--- src/rtl/crc32_frame_ctrl_pkg.sv ---
// Shared types and constants for the CRC-32 frame controller and its byte serializer.
package crc32_frame_ctrl_pkg;

  typedef enum logic [1:0] {
    IDLE   = 2'd0,
    SHIFT  = 2'd1,
    FINISH = 2'd2
  } state_e;

  localparam logic [31:0] CRC32_POLY            = 32'h04C1_1DB7;
  localparam logic [31:0] CRC32_INIT_DEFAULT    = 32'hFFFF_FFFF;
  localparam logic [31:0] CRC32_RESIDUE_DEFAULT = 32'hC704_DD7B;
  localparam int unsigned BYTE_CNT_W            = 16;

  // Transmit FCS: bit-reversed, inverted register.
  function automatic logic [31:0] crc32_fcs(input logic [31:0] crc);
    logic [31:0] fcs;
    for (int unsigned i = 0; i < 32; i++) fcs[i] = ~crc[31-i];
    return fcs;
  endfunction

endpackage

--- src/rtl/crc32_byte_ser.sv ---
// Byte latch, bit counter and LSB-first serializer feeding the CRC register.
module crc32_byte_ser (
  input  logic       clk_i,
  input  logic       rst_ni,
  input  logic       load_i,
  input  logic [7:0] data_i,
  input  logic       last_i,
  input  logic       shift_i,
  output logic       bit_o,
  output logic       last_o,
  output logic       done_o
);

  logic [7:0] byte_q, byte_d;
  logic       last_q, last_d;
  logic [2:0] cnt_q, cnt_d;

  always_comb begin
    byte_d = byte_q;
    last_d = last_q;
    cnt_d  = cnt_q;
    if (load_i) begin
      byte_d = data_i;
      last_d = last_i;
      cnt_d  = '0;
    end else if (shift_i) begin
      byte_d = {1'b0, byte_q[7:1]};
      cnt_d  = cnt_q + 3'd1;
    end
  end

  always_ff @(posedge clk_i or negedge rst_ni) begin
    if (!rst_ni) begin
      byte_q <= '0;
      last_q <= 1'b0;
      cnt_q  <= '0;
    end else begin
      byte_q <= byte_d;
      last_q <= last_d;
      cnt_q  <= cnt_d;
    end
  end

  assign bit_o  = byte_q[0];
  assign last_o = last_q;
  assign done_o = (cnt_q == 3'd7);

endmodule

--- src/rtl/crc32_frame_ctrl.sv ---
// Frame-level CRC-32 engine: one bit per cycle, FCS/raw/residue-match results per frame.
module crc32_frame_ctrl
  import crc32_frame_ctrl_pkg::*;
#(
  parameter logic [31:0] INIT_VALUE = CRC32_INIT_DEFAULT,
  parameter logic [31:0] RESIDUE    = CRC32_RESIDUE_DEFAULT
) (
  input  logic                  CLK,
  input  logic                  RSTn,
  input  logic [7:0]            DATA_IN,
  input  logic                  DATA_VALID,
  input  logic                  DATA_LAST,
  output logic                  DATA_READY,
  input  logic                  ABORT,
  output logic                  BUSY,
  output logic                  CRC_VALID,
  output logic [31:0]           CRC_VALUE,
  output logic [31:0]           CRC_RAW,
  output logic                  CRC_MATCH,
  output logic [BYTE_CNT_W-1:0] BYTE_COUNT
);

  state_e                state_q, state_d;
  logic [31:0]           crc_q, crc_d, raw_q, raw_d, fcs_q, fcs_d;
  logic                  match_q, match_d, busy_q, busy_d;
  logic [BYTE_CNT_W-1:0] cnt_q, cnt_d;
  logic                  accept, shift_en, fb;
  logic                  ser_bit, ser_last, ser_done;

  assign DATA_READY = (state_q == IDLE) & ~ABORT;
  assign accept     = DATA_READY & DATA_VALID;
  assign shift_en   = (state_q == SHIFT) & ~ABORT;
  assign fb         = crc_q[31] ^ ser_bit;

  crc32_byte_ser u_ser (
    .clk_i  (CLK),
    .rst_ni (RSTn),
    .load_i (accept),
    .data_i (DATA_IN),
    .last_i (DATA_LAST),
    .shift_i(shift_en),
    .bit_o  (ser_bit),
    .last_o (ser_last),
    .done_o (ser_done)
  );

  always_comb begin
    state_d = state_q;
    crc_d   = crc_q;
    raw_d   = raw_q;
    fcs_d   = fcs_q;
    match_d = match_q;
    busy_d  = busy_q;
    cnt_d   = cnt_q;
    unique case (state_q)
      IDLE: begin
        if (accept) begin
          state_d = SHIFT;
          busy_d  = 1'b1;
          if (!busy_q) begin
            crc_d = INIT_VALUE;
            cnt_d = BYTE_CNT_W'(1);
          end else if (cnt_q != '1) begin
            cnt_d = cnt_q + BYTE_CNT_W'(1);
          end
        end
      end
      SHIFT: begin
        crc_d = {crc_q[30:0], 1'b0} ^ (fb ? CRC32_POLY : '0);
        if (ser_done) begin
          state_d = ser_last ? FINISH : IDLE;
          // Results are captured on entry to FINISH so they are already valid during it.
          if (ser_last) begin
            raw_d   = crc_d;
            fcs_d   = crc32_fcs(crc_d);
            match_d = (crc_d == RESIDUE);
          end
        end
      end
      FINISH: begin
        state_d = IDLE;
        busy_d  = 1'b0;
      end
      default: state_d = IDLE;
    endcase
    if (ABORT) begin
      state_d = IDLE;
      busy_d  = 1'b0;
      crc_d   = crc_q;
      raw_d   = raw_q;
      fcs_d   = fcs_q;
      match_d = match_q;
      cnt_d   = cnt_q;
    end
  end

  always_ff @(posedge CLK or negedge RSTn) begin
    if (!RSTn) begin
      state_q <= IDLE;
      crc_q   <= INIT_VALUE;
      raw_q   <= '0;
      fcs_q   <= '0;
      match_q <= 1'b0;
      busy_q  <= 1'b0;
      cnt_q   <= '0;
    end else begin
      state_q <= state_d;
      crc_q   <= crc_d;
      raw_q   <= raw_d;
      fcs_q   <= fcs_d;
      match_q <= match_d;
      busy_q  <= busy_d;
      cnt_q   <= cnt_d;
    end
  end

  assign BUSY       = busy_q;
  assign CRC_VALID  = (state_q == FINISH) & ~ABORT;
  assign CRC_VALUE  = fcs_q;
  assign CRC_RAW    = raw_q;
  assign CRC_MATCH  = match_q;
  assign BYTE_COUNT = cnt_q;

endmodule

--- config.mk ---
export PLATFORM = sky130hd
export DESIGN_NAME = crc32_frame_ctrl
export DESIGN_NICKNAME = d
export VERILOG_FILES = /design/src/rtl/crc32_frame_ctrl_pkg.sv /design/src/rtl/crc32_byte_ser.sv /design/src/rtl/crc32_frame_ctrl.sv
export SDC_FILE = /design/constraint.sdc
export NUM_CORES = 1
export LEC_CHECK = 0
export CORE_MARGIN = 4
export CORE_UTILIZATION = 50
export DETAILED_ROUTE_END_ITERATION = 10
export GPL_TIMING_DRIVEN = 1
export PLACE_DENSITY_LB_ADDON = 0.05
export SLEW_MARGIN = 5
export SYNTH_ARGS = -nofsm -noshare
export SYNTH_HDL_FRONTEND = slang
export SYNTH_SLANG_ARGS = --single-unit
--- constraint.sdc ---
create_clock -name CLK -period 6 [get_ports CLK]
set_input_delay 0.9 -clock CLK [delete_from_list [all_inputs] [get_ports CLK]]
set_output_delay 0.9 -clock CLK [all_outputs]
set_load 0.02 [all_outputs]
Yosys cells after proc, flatten, opt, wreduce, memory -nomap -nowiden

Index checks and enable logic that the tools add are counted.

Output and inout port bits: 84
Word-level logic and storage cells: 88
Register bits: 128
Input port bits: 13

Bitwise gates (word level): 39
Mux-type cells: 18
Add/subtract/negate cells: 2
Reductions and logical operators: 9
Equal/unequal tests: 10

Operators with widths:

| kind                                           | number |
|---|---|
| 2-to-1 mux 32 bit                              | 2 |
| case mux 32 bit (2 select lines)               | 1 |
| inverter 1 bit                                 | 33 |
| == test 32 bit (second input constant)         | 1 |
| 2-to-1 mux 16 bit                              | 2 |
| XOR 32 x 27 -> 32 bit                          | 1 |
| 2-to-1 mux 27 bit                              | 1 |
| adder 16 x 1 -> 16 bit (second input constant) | 1 |
| 2-to-1 mux 8 bit                               | 2 |
| inequality test 16 bit (second input constant) | 1 |
| AND reduction 4 bit                            | 3 |
| 2-to-1 mux 2 bit                               | 4 |
| 2-to-1 mux 3 bit                               | 2 |
| inequality test 3 bit (second input constant)  | 2 |
| AND 1 bit                                      | 4 |
| inequality test 2 bit (second input constant)  | 2 |
| case mux 2 bit (2 select lines)                | 1 |
| AND reduction 2 bit                            | 2 |
| nonzero test 2 bit                             | 2 |
| adder 3 x 1 -> 3 bit (second input constant)   | 1 |
| == test 3 bit (second input constant)          | 1 |
| nonzero test 3 bit                             | 1 |
| == test 2 x 1 -> 1 bit (second input constant) | 1 |
| == test 2 bit (second input constant)          | 1 |
| 5 further kinds                                | 6 |

Longest topological paths before layout

Depth after elaboration: 6
Gate-level depth with buffers: 7
Depth with buffers taken out: 6

Modules after synthesis

From an unflattened synthesis, not the netlist that was laid out.

Cells, all modules: 552
Area total of the unflattened synthesis: 5460.2 µm²

Modules (own cells, without submodules):

| module           | cells an instance | times used | area an instance (µm²) |
|---|---|---|---|
| crc32_frame_ctrl | 504               | 1          | 4907.2 |
| crc32_byte_ser   | 48                | 1          | 553.0 |

Worst setup path before layout

OpenSTA, ideal clock, no wires.

Kind: input to output
Start point: input ABORT
End point: output CRC_VALID
Data required time: 5100 ps
Cell stages on the path: 2
Data arrival time: 1594 ps
Slack: 3506 ps
Buffers on the path: 1
Cell sequence: buf_2 > nor3b_1

Longest elaborated chain between the ends: 2

Ends and longest elaborated chain:

| item                            | RTL line                | RTL |
|---|---|---|
| start, declared                 | crc32_frame_ctrl.sv:14  | `input logic ABORT,` |
| inverter 1 bit (no source line) | -                       |  |
| AND 1 bit                       | crc32_frame_ctrl.sv:118 | `assign CRC_VALID = (state_q == FINISH) & ~ABORT;` |
| end, declared                   | crc32_frame_ctrl.sv:16  | `output logic CRC_VALID,` |

Every way passes these cells.

Worst setup path after layout

Start point: input ABORT
End point: register fcs_q[19], in the netlist CRC_VALUE[19]

Longest elaborated chain between the ends: 2

Ends and longest elaborated chain:

| item                                 | RTL line                | RTL |
|---|---|---|
| inverter 1 bit (no source line)      | -                       |  |
| AND reduction 4 bit (no source line) | -                       |  |
| end signal, assigned                 | crc32_frame_ctrl.sv:110 | `fcs_q <= fcs_d;` |
| end, declared                        | crc32_frame_ctrl.sv:24  | `logic [31:0] crc_q, crc_d, raw_q, raw_d, fcs_q, fcs_d;` |

Every way passes these cells.
A chain may end at the register's enable or synchronous reset.

==> results.txt <==
Status: finished, final reports clean
Final core utilization: 65.6%
Startpoint Class: primary input
Ys async rst share: 100%
# Post-CTS Setup Buffers: 0
Vias in the first global route: 4318
Worst hold path class: primary input to async pin
Global route overflow: 0
Fmax: 0.287 GHz
Die area: 0.0129 mm²
Pins Over Slew Limit: 0
Clk sink count: 128
RSZ-0062 raised after global routing: no
Global-route wire length before repair: 21600 µm
Pwr per Cell Area: 357 mW/mm²
GRT Overall Usage: 21.2%
Buffers on Ports: 96
Final period util: 58.0%
Core area: 0.0109 mm²
Slowest cell on crit path: clkinv_1
Detail Route Antenna Nets: 0
Peak supply drop: 165 µV
Ys Warns: 0
Buffer and inverter count on the worst path: 3
Crit path max fanout: 69
Synth Register Bits: 128
CTS resizes: 0
Finished Layout Cells: 816
Final Hold Vio Count: 0
DP HPWL: 8480 µm
Initial core utilization: 51.1%
TNS Setup: 0 ps
Fin area: 0.00714 mm²
Share of layout cells above drive strength 1: 11.5%
Cell Area, Synth: 0.00557 mm²
Syn nets: 596
CTS buffer count: 17
Final setup viols: 0
Slew margin rel.: 27.1%
Area grow syn2layout: 28.2%
Tmin final: 3480 ps
Drt via density: 5.45
CTS max path bufs: 2
Setup WS pre-CTS: 1960 ps
Worst path max stage delay: 980 ps
Max-cap violations: 0
Final WL: 12900 µm
Worst Setup End Kind: flip-flop
Placed cell area: 0.00659 mm²
Footprint of the multi-input gates: 0.00216 mm²
Routed WL per cell: 15.9 µm
Initial DRT Pass Iterations: 4
Number of synthesized flops with an enable pin: 0
Most Frequent Cell on Critical Path: nor2_1
Die height: 114 µm
Primary FF master, synth: dfrtp_1
# DRC: 0
Register area: 0.00324 mm²
Avg Cell Area, Syn: 9.62 µm²
Largest net degree at the start of global routing: 75
Worst-path cell chain: clkdlybuf4s50_1 -> nor3b_4 -> nand3_2 -> buf_4 -> clkinv_1 -> nor2_1 -> nor2_1
Root buffer cell: clkbuf_8
Synth cell types: 58
Worst Tran Pin Value: 1080 ps
Die Span X: 114 µm
Slack of the critical path: 2520 ps
WP depth: 7
TritonCTS clock tree: yes
Top delay family on crit path: buffers and inverters
Iter 0 DRT Violations: 264
CTS HTree Levels: 4
Worst Clk Skew: 8.30 ps
Clk pin slew, worst setup/hold paths: 60 ps
Placed Cells incl. Taps: 784
Initial antenna violation count: 0
Worst-Skew Late Latency: 520 ps
Placer Congestion: 0.816
Crit path DAT: 3880 ps
Seq/Total Area, Yosys: 58.2%
CP Class: primary input to flip-flop
Vias: 4450
Hold_ws: 421 ps
Fillers: 921
Required @ worst endpoint: 6410 ps
Post-Syn Instances: 579
Worst r2r path cells: 6
Leak Pwr: 3.21 nW
Hold Buf Count CTS: 0
Total Power: 2.55 mW
Rows: 38
Final nets: 680
I/O pins: 97
Antenna Cells: 0
state kept, by name (all words and copies together) (netlist names):
signal and cells:
CRC_MATCH 1, CRC_RAW 32, CRC_VALUE 32, state_q 2, u_ser.cnt_q 3, u_ser.byte_q 8, BUSY 1, BYTE_COUNT 16
crc_q 32, u_ser.last_o 1
kinds of logic (layout without fill, tap and decap cells):
logic type / count (synthesis) / in the layout / share of synthesized area [%]
and+or+nand+nor: 277 / 277 / 22.7
DFF: 128 / 128 / 58.2
AOI/OAI and AO/OA: 115 / 115 / 13.0
buffers and inverters: 41 / 138 / 2.92
xor gates and xnor gates: 14 / 14 / 2.20
adders and majority gates: 4 / 4 / 0.899
synthesized netlist by cell type (3+ instances only):
| master | number | area (µm²) |
|---|---|---|
| a21o_1 | 15 | 113 |
| a21oi_1 | 17 | 85.1 |
| a31oi_1 | 8 | 50.1 |
| and4_1 | 3 | 26.3 |
| buf_2 | 4 | 20.0 |
| clkbuf_1 | 28 | 105 |
| dfrtp_1 | 96 | 2400 |
| dfstp_2 | 32 | 841 |
| ha_1 | 4 | 50.1 |
| inv_1 | 4 | 15.0 |
| nand2_1 | 140 | 526 |
| nand2b_1 | 3 | 18.8 |
| nand3_1 | 11 | 55.1 |
| nand4_1 | 10 | 62.6 |
| nor2_1 | 71 | 267 |
| nor2b_1 | 4 | 25.0 |
| nor3_1 | 5 | 25.0 |
| nor4_1 | 5 | 31.3 |
| o211ai_1 | 3 | 22.5 |
| o21ai_0 | 44 | 220 |
| o31ai_1 | 10 | 75.1 |
| or4_1 | 5 | 37.5 |
| xnor2_1 | 14 | 123 |
where the power goes:
group,internal (mW),switching [mW]
combinational,0.179,0.234
clock,0.556,0.384
sequential,1.03,0.165
total,1.77,0.782
metal layers:
layer,track usage [%],part of all wire [%],vias to the layer above
li1,-,-,2140
met1,29.8,45,2182
met2,32.4,48,107
met3,4.77,4.8,21
met4,8.25,1.9,0
met5,0,0,-
layout make-up:
| class | count | area share, % |
|---|---|---|
| clock inverters | 14 | 1.67 |
| inverters | 6 | 0.316 |
| multi-input cells | 410 | 30.3 |
| well taps | 140 | 2.45 |
| flip-flops and latches | 128 | 45.4 |
| clock buffers | 18 | 5.99 |
| repair buffers | 100 | 13.8 |
worst paths after layout:
kind,slack [ps],to,startpoint
setup / recovery,2520,CRC_VALUE[19],ABORT
hold / removal,420,CRC_VALUE[14],RSTn
setup reg to reg,3010,CRC_VALUE[19],state_q[0]
hold reg to reg,470,CRC_RAW[2],CRC_RAW[2]
max in group asynchronous,4210,BYTE_COUNT[13],RSTn
min in group CLK,470,CRC_RAW[2],CRC_RAW[2]
cells in the final DEF, fill, tap and decap left out, types with 5 or more instances in the layout:
cell type	synthesis	routed
or4_1	5	5
clkdlybuf4s50_1	0	95
a31oi_1	8	8
nor2_1	71	71
a21oi_1	17	17
nor3_1	5	5
clkbuf_16	0	16
xnor2_1	14	14
nand2_1	140	140
nand3_1	11	11
o31ai_1	10	10
buf_4	1	5
a21o_1	15	15
dfrtp_1	96	96
o21ai_0	44	44
nand4_1	10	10
nor4_1	5	5
dfstp_2	32	32
clkinvlp_4	0	8
(Power assumes the default switching activity.)
